--- config.mk ---
export PLATFORM = sky130hd
export DESIGN_NAME = mem_port_arbiter_flat
export DESIGN_NICKNAME = d
export VERILOG_FILES = /design/src/rtl/mem_port_arbiter_if.sv /design/src/rtl/mem_port_arbiter.sv /design/src/flat_wrapper.sv
export SDC_FILE = /design/constraint.sdc
export NUM_CORES = 1
export LEC_CHECK = 0
export BUFFER_PORTS_ARGS = -buffer_cell sky130_fd_sc_hd__buf_4
export CAP_MARGIN = 5
export CORE_MARGIN = 8
export CORE_UTILIZATION = 38
export DETAILED_ROUTE_END_ITERATION = 10
export GPL_ROUTABILITY_DRIVEN = 0
export PLACE_DENSITY = 0.9
export SKIP_LAST_GASP = 1
export SYNTH_ARGS = -nofsm -noshare
export SYNTH_HDL_FRONTEND = slang
export SYNTH_SLANG_ARGS = --single-unit
--- constraint.sdc ---
create_clock -name clk -period 2.05 [get_ports clk]
set_clock_uncertainty 0.1 [all_clocks]
set_input_delay 0.205 -clock clk [delete_from_list [all_inputs] [get_ports clk]]
set_output_delay 0.205 -clock clk [all_outputs]
set_load 0.05 [all_outputs]
--- src/rtl/mem_port_arbiter_if.sv ---
// Request/response and shared-memory signals between the fetch and load/store
// requesters, the arbiter and the byte-addressable memory.
interface mem_port_arbiter_if #(
  parameter int ADDR_WIDTH = 32
);
  logic                  if_req_valid;
  logic                  if_req_ready;
  logic [ADDR_WIDTH-1:0] if_req_addr;
  logic                  if_resp_valid;
  logic [31:0]           if_resp_data;
  logic                  if_resp_err;

  logic                  ls_req_valid;
  logic                  ls_req_ready;
  logic [ADDR_WIDTH-1:0] ls_req_addr;
  logic                  ls_req_we;
  logic [1:0]            ls_req_size;
  logic                  ls_req_signed;
  logic [31:0]           ls_req_wdata;
  logic                  ls_resp_valid;
  logic [31:0]           ls_resp_data;
  logic                  ls_resp_err;

  logic [ADDR_WIDTH-1:0] mem_addr;
  logic [31:0]           mem_write_data;
  logic [3:0]            mem_write_mask;
  logic [31:0]           mem_read_data;

  // Arbiter side.
  modport slave (
    input  if_req_valid, if_req_addr,
    input  ls_req_valid, ls_req_addr, ls_req_we, ls_req_size, ls_req_signed, ls_req_wdata,
    input  mem_read_data,
    output if_req_ready, if_resp_valid, if_resp_data, if_resp_err,
    output ls_req_ready, ls_resp_valid, ls_resp_data, ls_resp_err,
    output mem_addr, mem_write_data, mem_write_mask
  );

  // Requesters plus memory side.
  modport master (
    output if_req_valid, if_req_addr,
    output ls_req_valid, ls_req_addr, ls_req_we, ls_req_size, ls_req_signed, ls_req_wdata,
    output mem_read_data,
    input  if_req_ready, if_resp_valid, if_resp_data, if_resp_err,
    input  ls_req_ready, ls_resp_valid, ls_resp_data, ls_resp_err,
    input  mem_addr, mem_write_data, mem_write_mask
  );
endinterface

--- src/rtl/mem_port_arbiter.sv ---
// Round-robin arbiter sharing one byte-addressable memory port between an
// instruction-fetch and a load/store requester; responses return one cycle later.
module mem_port_arbiter #(
  parameter int ADDR_WIDTH = 32
) (
  input  logic               clk,
  input  logic               reset,
  mem_port_arbiter_if.slave  bus
);

  typedef enum logic { PRI_LS = 1'b0, PRI_IF = 1'b1 } prio_t;
  typedef enum logic [1:0] { SZ_BYTE = 2'b00, SZ_HALF = 2'b01, SZ_WORD = 2'b10, SZ_ILL = 2'b11 } size_t;

  prio_t       prio_q;
  logic        grant_if, grant_ls;
  logic        if_misalign, ls_misalign;
  size_t       ls_size;
  logic [31:0] load_data;

  logic        if_valid_q, ls_valid_q;
  logic [31:0] if_data_q, ls_data_q;
  logic        if_err_q, ls_err_q;

  assign ls_size = size_t'(bus.ls_req_size);

  // A lone requester always wins; under contention the pointer decides.
  assign grant_ls = !reset && bus.ls_req_valid && (!bus.if_req_valid || prio_q == PRI_LS);
  assign grant_if = !reset && bus.if_req_valid && (!bus.ls_req_valid || prio_q == PRI_IF);

  assign bus.ls_req_ready = grant_ls;
  assign bus.if_req_ready = grant_if;

  assign if_misalign = bus.if_req_addr[1:0] != 2'b00;

  always_comb begin
    // NOTE: every always_comb output gets a default first so no path can infer a latch.
    ls_misalign = 1'b0;
    unique case (ls_size)
      SZ_BYTE: ls_misalign = 1'b0;
      SZ_HALF: ls_misalign = bus.ls_req_addr[0];
      SZ_WORD: ls_misalign = bus.ls_req_addr[1:0] != 2'b00;
      SZ_ILL:  ls_misalign = 1'b1;
    endcase
  end

  always_comb begin
    bus.mem_addr       = '0;
    bus.mem_write_data = '0;
    bus.mem_write_mask = 4'b0000;
    if (grant_ls) begin
      bus.mem_addr       = bus.ls_req_addr;
      bus.mem_write_data = bus.ls_req_wdata;
      if (bus.ls_req_we && !ls_misalign) begin
        unique case (ls_size)
          SZ_BYTE: bus.mem_write_mask = 4'b0001;
          SZ_HALF: bus.mem_write_mask = 4'b0011;
          SZ_WORD: bus.mem_write_mask = 4'b1111;
          SZ_ILL:  bus.mem_write_mask = 4'b0000;
        endcase
      end
    end else if (grant_if) begin
      bus.mem_addr = bus.if_req_addr;
    end
  end

  // Sign/zero extension of the addressed low bytes; word loads ignore signed.
  always_comb begin
    load_data = bus.mem_read_data;
    unique case (ls_size)
      SZ_BYTE: load_data = {{24{bus.ls_req_signed & bus.mem_read_data[7]}}, bus.mem_read_data[7:0]};
      SZ_HALF: load_data = {{16{bus.ls_req_signed & bus.mem_read_data[15]}}, bus.mem_read_data[15:0]};
      SZ_WORD: load_data = bus.mem_read_data;
      SZ_ILL:  load_data = '0;
    endcase
  end

  always_ff @(posedge clk) begin
    // NOTE: sequential state uses non-blocking assignments so every register
    // samples pre-edge values regardless of statement order.
    if (reset) begin
      prio_q     <= PRI_LS;
      if_valid_q <= 1'b0;
      ls_valid_q <= 1'b0;
      if_data_q  <= '0;
      ls_data_q  <= '0;
      if_err_q   <= 1'b0;
      ls_err_q   <= 1'b0;
    end else begin
      if_valid_q <= grant_if;
      ls_valid_q <= grant_ls;
      if (grant_if) begin
        if_data_q <= if_misalign ? 32'h0 : bus.mem_read_data;
        if_err_q  <= if_misalign;
      end
      if (grant_ls) begin
        ls_data_q <= (ls_misalign || bus.ls_req_we) ? 32'h0 : load_data;
        ls_err_q  <= ls_misalign;
      end
      if (grant_ls)      prio_q <= PRI_IF;
      else if (grant_if) prio_q <= PRI_LS;
    end
  end

  // Reset in the response cycle drops the response immediately, not one cycle later.
  assign bus.if_resp_valid = if_valid_q && !reset;
  assign bus.ls_resp_valid = ls_valid_q && !reset;
  assign bus.if_resp_data  = if_data_q;
  assign bus.ls_resp_data  = ls_data_q;
  assign bus.if_resp_err   = if_err_q;
  assign bus.ls_resp_err   = ls_err_q;

endmodule

--- src/flat_wrapper.sv ---
// flat-port wrapper written by rule: the top's interface ports become plain ports
module mem_port_arbiter_flat 
#(
  parameter int ADDR_WIDTH = 32
)
  (clk, reset, bus_if_req_valid, bus_if_req_addr, bus_ls_req_valid, bus_ls_req_addr, bus_ls_req_we, bus_ls_req_size, bus_ls_req_signed, bus_ls_req_wdata, bus_mem_read_data, bus_if_req_ready, bus_if_resp_valid, bus_if_resp_data, bus_if_resp_err, bus_ls_req_ready, bus_ls_resp_valid, bus_ls_resp_data, bus_ls_resp_err, bus_mem_addr, bus_mem_write_data, bus_mem_write_mask);
  mem_port_arbiter_if #(.ADDR_WIDTH(ADDR_WIDTH)) bus_i ();
  input  logic clk;
  input  logic reset;
  input wire logic [$bits(bus_i.if_req_valid)-1:0] bus_if_req_valid;
  input wire logic [$bits(bus_i.if_req_addr)-1:0] bus_if_req_addr;
  input wire logic [$bits(bus_i.ls_req_valid)-1:0] bus_ls_req_valid;
  input wire logic [$bits(bus_i.ls_req_addr)-1:0] bus_ls_req_addr;
  input wire logic [$bits(bus_i.ls_req_we)-1:0] bus_ls_req_we;
  input wire logic [$bits(bus_i.ls_req_size)-1:0] bus_ls_req_size;
  input wire logic [$bits(bus_i.ls_req_signed)-1:0] bus_ls_req_signed;
  input wire logic [$bits(bus_i.ls_req_wdata)-1:0] bus_ls_req_wdata;
  input wire logic [$bits(bus_i.mem_read_data)-1:0] bus_mem_read_data;
  output wire logic [$bits(bus_i.if_req_ready)-1:0] bus_if_req_ready;
  output wire logic [$bits(bus_i.if_resp_valid)-1:0] bus_if_resp_valid;
  output wire logic [$bits(bus_i.if_resp_data)-1:0] bus_if_resp_data;
  output wire logic [$bits(bus_i.if_resp_err)-1:0] bus_if_resp_err;
  output wire logic [$bits(bus_i.ls_req_ready)-1:0] bus_ls_req_ready;
  output wire logic [$bits(bus_i.ls_resp_valid)-1:0] bus_ls_resp_valid;
  output wire logic [$bits(bus_i.ls_resp_data)-1:0] bus_ls_resp_data;
  output wire logic [$bits(bus_i.ls_resp_err)-1:0] bus_ls_resp_err;
  output wire logic [$bits(bus_i.mem_addr)-1:0] bus_mem_addr;
  output wire logic [$bits(bus_i.mem_write_data)-1:0] bus_mem_write_data;
  output wire logic [$bits(bus_i.mem_write_mask)-1:0] bus_mem_write_mask;
  assign bus_i.if_req_valid = bus_if_req_valid;
  assign bus_i.if_req_addr = bus_if_req_addr;
  assign bus_i.ls_req_valid = bus_ls_req_valid;
  assign bus_i.ls_req_addr = bus_ls_req_addr;
  assign bus_i.ls_req_we = bus_ls_req_we;
  assign bus_i.ls_req_size = bus_ls_req_size;
  assign bus_i.ls_req_signed = bus_ls_req_signed;
  assign bus_i.ls_req_wdata = bus_ls_req_wdata;
  assign bus_i.mem_read_data = bus_mem_read_data;
  assign bus_if_req_ready = bus_i.if_req_ready;
  assign bus_if_resp_valid = bus_i.if_resp_valid;
  assign bus_if_resp_data = bus_i.if_resp_data;
  assign bus_if_resp_err = bus_i.if_resp_err;
  assign bus_ls_req_ready = bus_i.ls_req_ready;
  assign bus_ls_resp_valid = bus_i.ls_resp_valid;
  assign bus_ls_resp_data = bus_i.ls_resp_data;
  assign bus_ls_resp_err = bus_i.ls_resp_err;
  assign bus_mem_addr = bus_i.mem_addr;
  assign bus_mem_write_data = bus_i.mem_write_data;
  assign bus_mem_write_mask = bus_i.mem_write_mask;
  mem_port_arbiter #(.ADDR_WIDTH(ADDR_WIDTH)) u_core (.clk(clk), .reset(reset), .bus(bus_i));
endmodule
==> summary.md <==
| Metric | Value |
|---|---|
| Run status | `completed` |
| Vias | `3,932` |
| Total Wirelength | `15,900 um` |
| Chip Height | `108 um` |
| DRT iter0 DRCs | `260` |
| Synth Flop Type | `dfxtp_1` |
| First-pass GRT wire length | `23,000 um` |
| Vias per inst | `5.49` |
| Hold endpoint | `u_core.bus.if_resp_data[24]` |
| Post-synth EDFFs | `0` |
| Distinct cells, synth | `31` |
| Remaining antenna violation count after routing | `0` |
| Max-Cap Viols | `0` |
| Final hold viol count | `0` |
| Post-route setup TNS | `0 ns` |
| Simple-Gate Fraction of Synth Area | `9.77%` |
| Hold WC Path Type | `in -> reg` |
| Xor and xnor area share after synthesis | `0%` |
| First-pass iteration count of the detailed router | `5` |
| DRC Markers | `0` |
| DP Area | `0.00535 mm^2` |
| GRT Util Overall | `25.2%` |
| Reg2Reg Launch Point | `u_core.prio_q` |
| Final Setup Violations | `0` |
| Tot Pwr | `3.64 mW` |
| Period minus WS final | `1.97 ns` |
| WS Path Type | `reg -> out` |
| CTS Buffer Depth | `2` |
| Relative slew slack | `29.9%` |
| Compound-gate portion of the synthesized area | `36.8%` |
| Crit share post-route | `96.2%` |
| Area Overhead vs Synth | `83.9%` |
| Initial antenna violation count | `0` |
| Number of global-route vias before repair | `4,013` |
| Port bufs | `273` |
| Maximum clock rate | `507 MHz` |
| Mux contribution to synthesized area | `0%` |
| Die W | `108 um` |
| Syn Std Cell Area | `0.00319 mm^2` |
| Main combinational cell family by area after synthesis | `compound AO/OA/AOI/OAI gates` |
| Max Fanout on Critical Path | `16` |
| Reg-to-reg slack, setup | `0.28 ns` |
| Min-delay src | `bus_mem_read_data[24]` |
| Final Instance Area | `0.00586 mm^2` |
| Avg Cell Area, Syn | `10.2 um^2` |
| Die area | `0.0116 mm^2` |
| Fin nets | `747` |
| Final Max Tran Viols | `0` |
| Yosys reg bits | `69` |
| ANT cells | `0` |
| Crit path capture type | `output port` |
| Setup WS post-layout | `0.0788 ns` |
| Leak pwr | `3.09 nW` |
| R2r endpoint | `u_core.bus.ls_resp_data[19]` |
| Pwr Density | `621 mW/mm^2` |
| CP startpoint kind | `register` |
| Wire per inst | `22.3 um` |
| Max rail drop VDD | `0.448 mV` |
| Ys Warns | `0` |
| CTS Sinks | `69` |
| Core area | `0.00818 mm^2` |
| Post-synthesis adder-cell area fraction | `1.96%` |
| Hold path depth | `2` |
| Worst R2R Path Depth | `4` |
| Global route overflow | `0` |
| Synth Net Count | `455` |
| CTS tree | `yes` |
| Fraction of layout instances using a drive strength above 1 | `52.2%` |
| Clock-pin slew on the worst setup and hold paths | `0.08 ns` |
| CTS root buf | `clkbuf_8` |
| Worst-Skew Late Latency | `0.33 ns` |
| Setup WS pre-CTS | `0.171 ns` |
| Register area share after synthesis | `43.3%` |
| Synth async-reset ratio | `0%` |
| Pin count of the biggest net entering global routing | `34` |
| Rows | `33` |
| Most common cell after layout, fill and taps aside | `buf_4` |
| Synthesized instance count | `314` |
| Post-DP HPWL | `11,900 um` |
| Worst Path Arrival | `1.67 ns` |
| CTS buffer count | `9` |
| Most frequent cells in the layout | `buf_4 (279), dfxtp_1 (68), a22o_1 (64), and3_1 (34), dlygate4sd3_1 (26)` |
| CTS HTree Levels | `3` |
| Initial cell density of the core | `39.0%` |
| Worst-Margin Slew | `1.05 ns` |
| Ports | `274` |
| Critical path required time | `1.75 ns` |
-- power by group --
group / leakage, nW / switching, mW / internal (mW) / total (mW)
clock network: 0.0930 / 0.534 / 0.511 / 1.04
registers: 0.560 / 0.0230 / 1.38 / 1.40
logic: 2.44 / 0.709 / 0.490 / 1.20
-- metal layers --
layer | track usage, % | wire length, um
met1 | 26.8 | 5740
met2 | 46.4 | 8550
met3 | 7.54 | 1290
met4 | 7.93 | 355
met5 | 0 | 0
-- per-stage QoR --
stage / hold slack, ns / utilization, % / std cells
3_3_place_gp: 0.331 / 65.4 / 672
6_report: 0.0114 / 71.7 / 716
3_5_place_dp: 0.334 / 65.4 / 672
5_1_grt: 0.00337 / 71.7 / 716
2_1_floorplan: 0.174 / - / 314
4_1_cts: 0.00191 / 71.0 / 715
-- how the worst max path moves through the flow --
stage,start,end,cells after the start
after detailed placement,bus_ls_req_size[1],bus_mem_write_mask[0],8
final,u_core.prio_q,bus_mem_addr[2],6
after CTS,u_core.prio_q,bus_mem_addr[5],6
after global placement,bus_ls_req_size[1],bus_mem_write_mask[3],7
after floorplan,bus_ls_req_size[0],bus_mem_write_mask[0],5
after global routing,u_core.prio_q,bus_mem_addr[9],6
-- logic make-up (layout without fill, tap and decap cells) --
logic type	Yosys count	after routing
compound gates	131	131
fa+ha+maj	5	5
buf+inv	58	355
flops	69	69
simple gates	51	51
-- flip-flops by register name (all words and copies together) (netlist names) --
name	count
u_core.if_valid_q	1
u_core.bus.ls_resp_err	1
u_core.bus.if_resp_data	32
u_core.prio_q	1
u_core.ls_valid_q	1
u_core.bus.ls_resp_data	32
u_core.bus.if_resp_err	1
-- cells in the mapped netlist, types with 2 or more instances --
library cell	count	area, um^2
dfxtp_1	69	1380
a22o_1	64	561
and3_1	34	213
a21o_1	24	180
a32o_1	24	240
inv_1	22	82.6
clkbuf_1	18	67.6
buf_2	13	65.1
o32ai_1	8	70.1
ha_1	5	62.6
nand2_1	4	15.0
and4_1	3	26.3
buf_6	3	33.8
a211oi_1	2	15.0
a21oi_1	2	10.0
nand2b_1	2	12.5
nor2_1	2	7.51
nor2b_1	2	12.5
-- timing repair --
item | in CTS | in global routing
hold buffers | 26 | 0
setup endpoints to repair | 32 | 36
pin swaps | 1 | 0
gates cloned | 0 | 1
setup buffers | 1 | 0
resized for setup | 1 | 11
hold endpoints to repair | 26 | 0
-- layout make-up --
class / count / area [um^2]
clock buffers: 12 / 155
inverters: 23 / 88.8
well taps: 105 / 131
repair buffers: 316 / 2510
flip-flops and latches: 69 / 1380
clock inverters: 4 / 30.0
fillers: 576 / 2310
multi-input cells: 187 / 1570
-- critical path: stages, from the launching register on --
cell and delay (ns):
dfxtp_2 0.35, a21boi_2 0.18, nand2_1 0.15, inv_4 0.13, clkbuf_16 0.18, a22o_1 0.16
buf_4 0.20
Note: power is estimated with default switching activity, not from simulation.
